## config.mk

```make
export PLATFORM = sky130hd
export DESIGN_NAME = result_drain_flat
export DESIGN_NICKNAME = d
export VERILOG_FILES = /design/src/rtl/result_drain_if.sv /design/src/rtl/result_drain.sv /design/src/flat_wrapper.sv
export SDC_FILE = /design/constraint.sdc
export NUM_CORES = 1
export LEC_CHECK = 0
export BUFFER_PORTS_ARGS = -buffer_cell sky130_fd_sc_hd__buf_4
export CAP_MARGIN = 15
export CORE_ASPECT_RATIO = 0.9
export CORE_UTILIZATION = 35
export DETAILED_ROUTE_END_ITERATION = 10
export HOLD_SLACK_MARGIN = 0.1
export PLACE_DENSITY = 0.65
export SETUP_SLACK_MARGIN = 0.05
export SLEW_MARGIN = 20
export SYNTH_ARGS = -nofsm -noshare
export SYNTH_HDL_FRONTEND = slang
export SYNTH_SLANG_ARGS = --single-unit
```

## constraint.sdc

```tcl
create_clock -name clk -period 2.5 [get_ports clk]
set_input_delay 0.5 -clock clk [delete_from_list [all_inputs] [get_ports clk]]
set_output_delay 0.5 -clock clk [all_outputs]
set_load 0.05 [all_outputs]
```

## src/rtl/result_drain_if.sv

```systemverilog
// Bundle of the result-buffer read handshake, output-memory write port and drain status.
// The master side is the drain engine; the slave side is the CNN buffer / host memory.
interface result_drain_if #(
   parameter int DATA_WIDTH = 8,
   parameter int ADDR_WIDTH = 6,
   parameter int CNT_WIDTH  = 16
);
   logic                  start;
   logic [CNT_WIDTH-1:0]  expected_count;
   logic [DATA_WIDTH-1:0] result_buffer_out;
   logic                  result_buffer_empty;
   logic                  result_buffer_valid;
   logic                  result_buffer_read_enable;
   logic                  mem_wen;
   logic [ADDR_WIDTH-1:0] mem_waddr;
   logic [DATA_WIDTH-1:0] mem_wdata;
   logic [CNT_WIDTH-1:0]  received_count;
   logic                  busy;
   logic                  done;
   logic                  overflow;

   modport master (
      input  start, expected_count, result_buffer_out, result_buffer_empty, result_buffer_valid,
      output result_buffer_read_enable, mem_wen, mem_waddr, mem_wdata,
             received_count, busy, done, overflow
   );

   modport slave (
      output start, expected_count, result_buffer_out, result_buffer_empty, result_buffer_valid,
      input  result_buffer_read_enable, mem_wen, mem_waddr, mem_wdata,
             received_count, busy, done, overflow
   );
endinterface

```

## src/rtl/result_drain.sv

```systemverilog
// Drains a programmed number of CNN results, one outstanding read at a time, into a
// local output memory; words beyond the memory depth are consumed and flag overflow.
module result_drain #(
   parameter int DATA_WIDTH = 8,
   parameter int MEM_DEPTH  = 64,
   parameter int ADDR_WIDTH = 6,
   parameter int CNT_WIDTH  = 16
) (
   input  logic           clk,
   input  logic           reset,
   result_drain_if.master bus
);
   // The pointer must be able to hold MEM_DEPTH itself so it can saturate there.
   localparam int PTR_W = $clog2(MEM_DEPTH + 1);
   localparam logic [PTR_W-1:0]     DEPTH_P = PTR_W'(MEM_DEPTH);
   localparam logic [PTR_W-1:0]     PTR_ONE = PTR_W'(1);
   localparam logic [CNT_WIDTH-1:0] CNT_ONE = CNT_WIDTH'(1);

   typedef enum logic [1:0] {S_IDLE, S_REQ, S_WAIT, S_DONE} state_e;

   state_e               state_q, state_d;
   logic [CNT_WIDTH-1:0] expected_q, expected_d;
   logic [CNT_WIDTH-1:0] received_q, received_d;
   logic [PTR_W-1:0]     ptr_q, ptr_d;
   logic                 overflow_q, overflow_d;
   logic                 rd_en;
   logic                 wen;
   logic [CNT_WIDTH-1:0] received_inc;

   assign received_inc = received_q + CNT_ONE;

   // NOTE: every always_comb output gets a default first, so no path can infer a latch.
   always_comb begin
      state_d    = state_q;
      expected_d = expected_q;
      received_d = received_q;
      ptr_d      = ptr_q;
      overflow_d = overflow_q;
      rd_en      = 1'b0;
      wen        = 1'b0;
      unique case (state_q)
         S_IDLE, S_DONE: begin
            if (bus.start) begin
               expected_d = bus.expected_count;
               received_d = '0;
               ptr_d      = '0;
               overflow_d = 1'b0;
               state_d    = (bus.expected_count == '0) ? S_DONE : S_REQ;
            end
         end
         S_REQ: begin
            if (!bus.result_buffer_empty) begin
               rd_en   = 1'b1;
               state_d = S_WAIT;
            end
         end
         S_WAIT: begin
            if (bus.result_buffer_valid) begin
               if (ptr_q < DEPTH_P) begin
                  wen   = 1'b1;
                  ptr_d = ptr_q + PTR_ONE;
               end else begin
                  overflow_d = 1'b1;
               end
               received_d = received_inc;
               state_d    = (received_inc == expected_q) ? S_DONE : S_REQ;
            end
         end
         default: state_d = S_IDLE;
      endcase
   end

   // NOTE: sequential state uses non-blocking assignments so all registers update together.
   always_ff @(posedge clk or negedge reset) begin
      if (!reset) begin
         state_q    <= S_IDLE;
         expected_q <= '0;
         received_q <= '0;
         ptr_q      <= '0;
         overflow_q <= 1'b0;
      end else begin
         state_q    <= state_d;
         expected_q <= expected_d;
         received_q <= received_d;
         ptr_q      <= ptr_d;
         overflow_q <= overflow_d;
      end
   end

   // Write port is combinational in the valid cycle for zero-latency capture.
   assign bus.result_buffer_read_enable = rd_en;
   assign bus.mem_wen        = wen;
   assign bus.mem_waddr      = ADDR_WIDTH'(ptr_q);
   assign bus.mem_wdata      = wen ? bus.result_buffer_out : '0;
   assign bus.received_count = received_q;
   assign bus.busy           = (state_q == S_REQ) || (state_q == S_WAIT);
   assign bus.done           = (state_q == S_DONE);
   assign bus.overflow       = overflow_q;
endmodule

```

## src/flat_wrapper.sv

```systemverilog
// flat-port wrapper written by rule: the top's interface ports become plain ports
module result_drain_flat 
#(
   parameter int DATA_WIDTH = 8,
   parameter int MEM_DEPTH  = 64,
   parameter int ADDR_WIDTH = 6,
   parameter int CNT_WIDTH  = 16
)
  (clk, reset, bus_start, bus_expected_count, bus_result_buffer_out, bus_result_buffer_empty, bus_result_buffer_valid, bus_result_buffer_read_enable, bus_mem_wen, bus_mem_waddr, bus_mem_wdata, bus_received_count, bus_busy, bus_done, bus_overflow);
  result_drain_if #(.DATA_WIDTH(DATA_WIDTH), .ADDR_WIDTH(ADDR_WIDTH), .CNT_WIDTH(CNT_WIDTH)) bus_i ();
  input  logic clk;
  input  logic reset;
  input wire logic [$bits(bus_i.start)-1:0] bus_start;
  input wire logic [$bits(bus_i.expected_count)-1:0] bus_expected_count;
  input wire logic [$bits(bus_i.result_buffer_out)-1:0] bus_result_buffer_out;
  input wire logic [$bits(bus_i.result_buffer_empty)-1:0] bus_result_buffer_empty;
  input wire logic [$bits(bus_i.result_buffer_valid)-1:0] bus_result_buffer_valid;
  output wire logic [$bits(bus_i.result_buffer_read_enable)-1:0] bus_result_buffer_read_enable;
  output wire logic [$bits(bus_i.mem_wen)-1:0] bus_mem_wen;
  output wire logic [$bits(bus_i.mem_waddr)-1:0] bus_mem_waddr;
  output wire logic [$bits(bus_i.mem_wdata)-1:0] bus_mem_wdata;
  output wire logic [$bits(bus_i.received_count)-1:0] bus_received_count;
  output wire logic [$bits(bus_i.busy)-1:0] bus_busy;
  output wire logic [$bits(bus_i.done)-1:0] bus_done;
  output wire logic [$bits(bus_i.overflow)-1:0] bus_overflow;
  assign bus_i.start = bus_start;
  assign bus_i.expected_count = bus_expected_count;
  assign bus_i.result_buffer_out = bus_result_buffer_out;
  assign bus_i.result_buffer_empty = bus_result_buffer_empty;
  assign bus_i.result_buffer_valid = bus_result_buffer_valid;
  assign bus_result_buffer_read_enable = bus_i.result_buffer_read_enable;
  assign bus_mem_wen = bus_i.mem_wen;
  assign bus_mem_waddr = bus_i.mem_waddr;
  assign bus_mem_wdata = bus_i.mem_wdata;
  assign bus_received_count = bus_i.received_count;
  assign bus_busy = bus_i.busy;
  assign bus_done = bus_i.done;
  assign bus_overflow = bus_i.overflow;
  result_drain #(.DATA_WIDTH(DATA_WIDTH), .MEM_DEPTH(MEM_DEPTH), .ADDR_WIDTH(ADDR_WIDTH), .CNT_WIDTH(CNT_WIDTH)) u_core (.clk(clk), .reset(reset), .bus(bus_i));
endmodule
```

==> out/metrics.cfg <==
[run_status]
status=complete, no violations

[detailed_routing]
wl_um=6220
wl_per_cell_um=14.6
drt_first_pass_iters=4
via_count=2199
drtIter0Drc=111
drc=0
vias_per_cell=5.17
antenna_left=0

[synth]
synth-main-ff-cell=dfrtp_1
synth_compound_area_share_pct=15.1
synth_nets=308
yosys.area.top_type=dfrtp_1
async_reset_ff_share_pct=100
synth_top_cell_area_share_pct=40.5
synthMuxAreaShare_pct=7.72
synthDistinctLibCells=44
synthSimpleGateAreaFrac_pct=20.2
synth_xor_area_share_pct=8.44
synth_top_family_by_area=simple AND/OR/NAND/NOR gates
syn_avg_cell_area_um2=9.50
synthesis.area_um2=2590
synthAdderAreaFrac_pct=2.89
synthTopCellsByArea=dfrtp_1, mux2_2, xnor2_1, nand2_1, o21ai_0
synth_cells=273
ys_ff_latch=42
yosysWarnings=0
seq_area_frac_synth_pct=40.5
synth_edf_count=0

[clock_tree]
htree_num_levels=2
cts-resized-gates=1
cts.path.max_buffers=2
cts_sinks=42
cts_setup_buffers=0
cts_tree=built
cts_made_buffers=5
cts_root_buf=clkbuf_8
clk-insertion-delay-late_ps=300
clk_pin_slew_ps=80
holdBufCountCts=0

[die]
die_w_um=92.7
die_area_um2=7760
die_y_um=83.7
ios=64
initial_utilization_pct=36.5
rows=29
design.core.area_um2=7110

[sta]
setup_viol=0
slew_headroom_pct=58.0
final_max_slew_viol_count=0
fin_crit_ps=2330
worst_pin_slew_ps=624
min_period_over_period_pct=93.3
fmax_ghz=0.429
rsz0062_at_grt=true
tns_ps=0
skew_ps=9.13
hold_viol=0

[global_route]
grt_pass1_vias=2154
overflow=0
gr-usage-all-layers_pct=17.3
antenna_found_initial=0
grt_pass1_wl_um=10500
grt_max_degree=43

[critical_path]
crit_path_max_fanout=7
arrival_ps=2580
critPathRequiredTime_ps=2750
startpoint_type=register
cp-end-kind=register
path_class=reg2reg

[power]
swShare_pct=43.6
seq_power_share_pct=33.2
total_power_w=0.00314
clkPwrFrac_pct=14.7
power.density_nw_per_um2=971
p_sw_w=0.00137
peakVddDrop_mv=0.514
p_leak_nw=1.43
pwr-share-comb_pct=52.1
intPower_w=0.00177

[place]
port_buffers=63
gp_congestion=0.825
hpwl_um=4740

[final_layout]
diodes=0
fin_nets=366
drive_above_1_share_pct=31.0
final.fill_count=727
area_delta_synth_final_pct=24.7

[min_path]
min_path_type=in2async

[flow_run]
drv_cap=0

==> logic make-up (layout without fill, tap and decap cells) <==
group	after synthesis	in the layout
xor+xnor	25	25
fa+ha+maj	6	6
compound gates	62	62
buf+inv	25	84
mux	18	18
simple gates	95	95
flops	42	42
==> final timing paths <==
kind                                                              to  slack (ps)  cells past startpoint                          start
min in group clk                         u_core.ptr_q[5]$_DFFE_PN0P_         400                      2                      bus_start
min                                    u_core.state_q[1]$_DFFE_PN0P_         180                      1                          reset
max reg2reg                            u_core.state_q[1]$_DFFE_PN0P_         170                      8  u_core.state_q[0]$_DFFE_PN0P_
min reg2reg                              u_core.ptr_q[4]$_DFFE_PN0P_         520                      1    u_core.ptr_q[4]$_DFFE_PN0P_
max in group asynchronous  u_core.bus.received_count[12]$_DFFE_PN0P_        1950                      1                          reset
max                                    u_core.state_q[1]$_DFFE_PN0P_         170                      8  u_core.state_q[0]$_DFFE_PN0P_
==> metrics by stage <==
stage / cells / setup slack (ps) / hold WS [ps] / cell area (um2) / utilization [%]
3_3_place_gp: 417 / -17.2 / 500 / 3130 / 44.0
2_1_floorplan: 273 / 246 / 204 / 2590 / -
5_1_grt: 425 / 10.4 / 227 / 3230 / 45.5
3_5_place_dp: 417 / 23.2 / 509 / 3130 / 44.0
4_1_cts: 425 / 80.0 / 197 / 3220 / 45.3
6_report: 425 / 168 / 179 / 3230 / 45.5
==> power by group through the flow <==
stage	clock network, W	logic (W)	registers [W]
after floorplan	0	0.00121	0.00105
after global placement	0	0.00162	0.00105
after detailed placement	0	0.00164	0.00106
after CTS	0.000475	0.00165	0.00104
after global routing	0.000501	0.00179	0.00107
final	0.000460	0.00164	0.00104
==> synthesized netlist by cell type (8+ instances only) <==
library cell,number
o31ai_1,8
xnor2_1,18
nor2_1,17
dfrtp_1,42
a21oi_1,10
nand4_1,9
nand2_1,30
o21ai_0,22
mux2_2,16
and2_1,11
==> area by class of cell <==
class | instances | area [um2] | share of cell area (%)
clock inverters | 1 | 5.00 | 0.155
repair buffers | 71 | 533 | 16.5
clock buffers | 7 | 86.3 | 2.67
well taps | 93 | 116 | 3.60
multi-input cells | 206 | 1420 | 44.0
flip-flops and latches | 42 | 1050 | 32.5
inverters | 5 | 18.8 | 0.580
==> per-layer routing <==
layer,vias up,routed length [um],GRT usage [%],share of wire [%]
met2,65,2920,26.9,47
met4,0,106,6.57,1.7
met5,-,0,0,0
met3,10,296,3.10,4.8
li1,1089,-,-,-
met1,1035,2890,24.0,47
==> placed cells by master, fill, tap and decap left out, types with 3 or more instances in the layout <==
cell type | Yosys | routed
inv_1 | 5 | 5
nor4_1 | 5 | 5
xor2_1 | 7 | 7
clkbuf_8 | 0 | 6
dfrtp_1 | 42 | 42
a31oi_1 | 5 | 5
o21ai_0 | 22 | 22
ha_1 | 6 | 6
mux2_2 | 16 | 16
o31ai_1 | 8 | 8
a21oi_1 | 10 | 10
nand2_1 | 30 | 30
a22o_1 | 4 | 4
buf_4 | 7 | 71
nand3_1 | 6 | 6
nand4_1 | 9 | 9
and2_1 | 11 | 11
nand2b_1 | 3 | 3
xnor2_1 | 18 | 18
nor2_1 | 17 | 16
==> state kept, by name, summed over array words and instances (netlist names) <==
| name | flops |
|---|---|
| u_core.bus.overflow | 1 |
| u_core.bus.received_count | 16 |
| u_core.expected_q | 16 |
| u_core.ptr_q | 7 |
| u_core.state_q | 2 |
==> critical path, stage by stage (launching register included) <==
cell	delay [ps]
dfrtp_1	410
inv_1	60
ha_1	400
nor4b_2	250
nand4_1	120
nor4_1	270
nor2_1	120
a2111oi_1	440
a41o_1	210
Note: power is estimated with default switching activity, not from simulation.
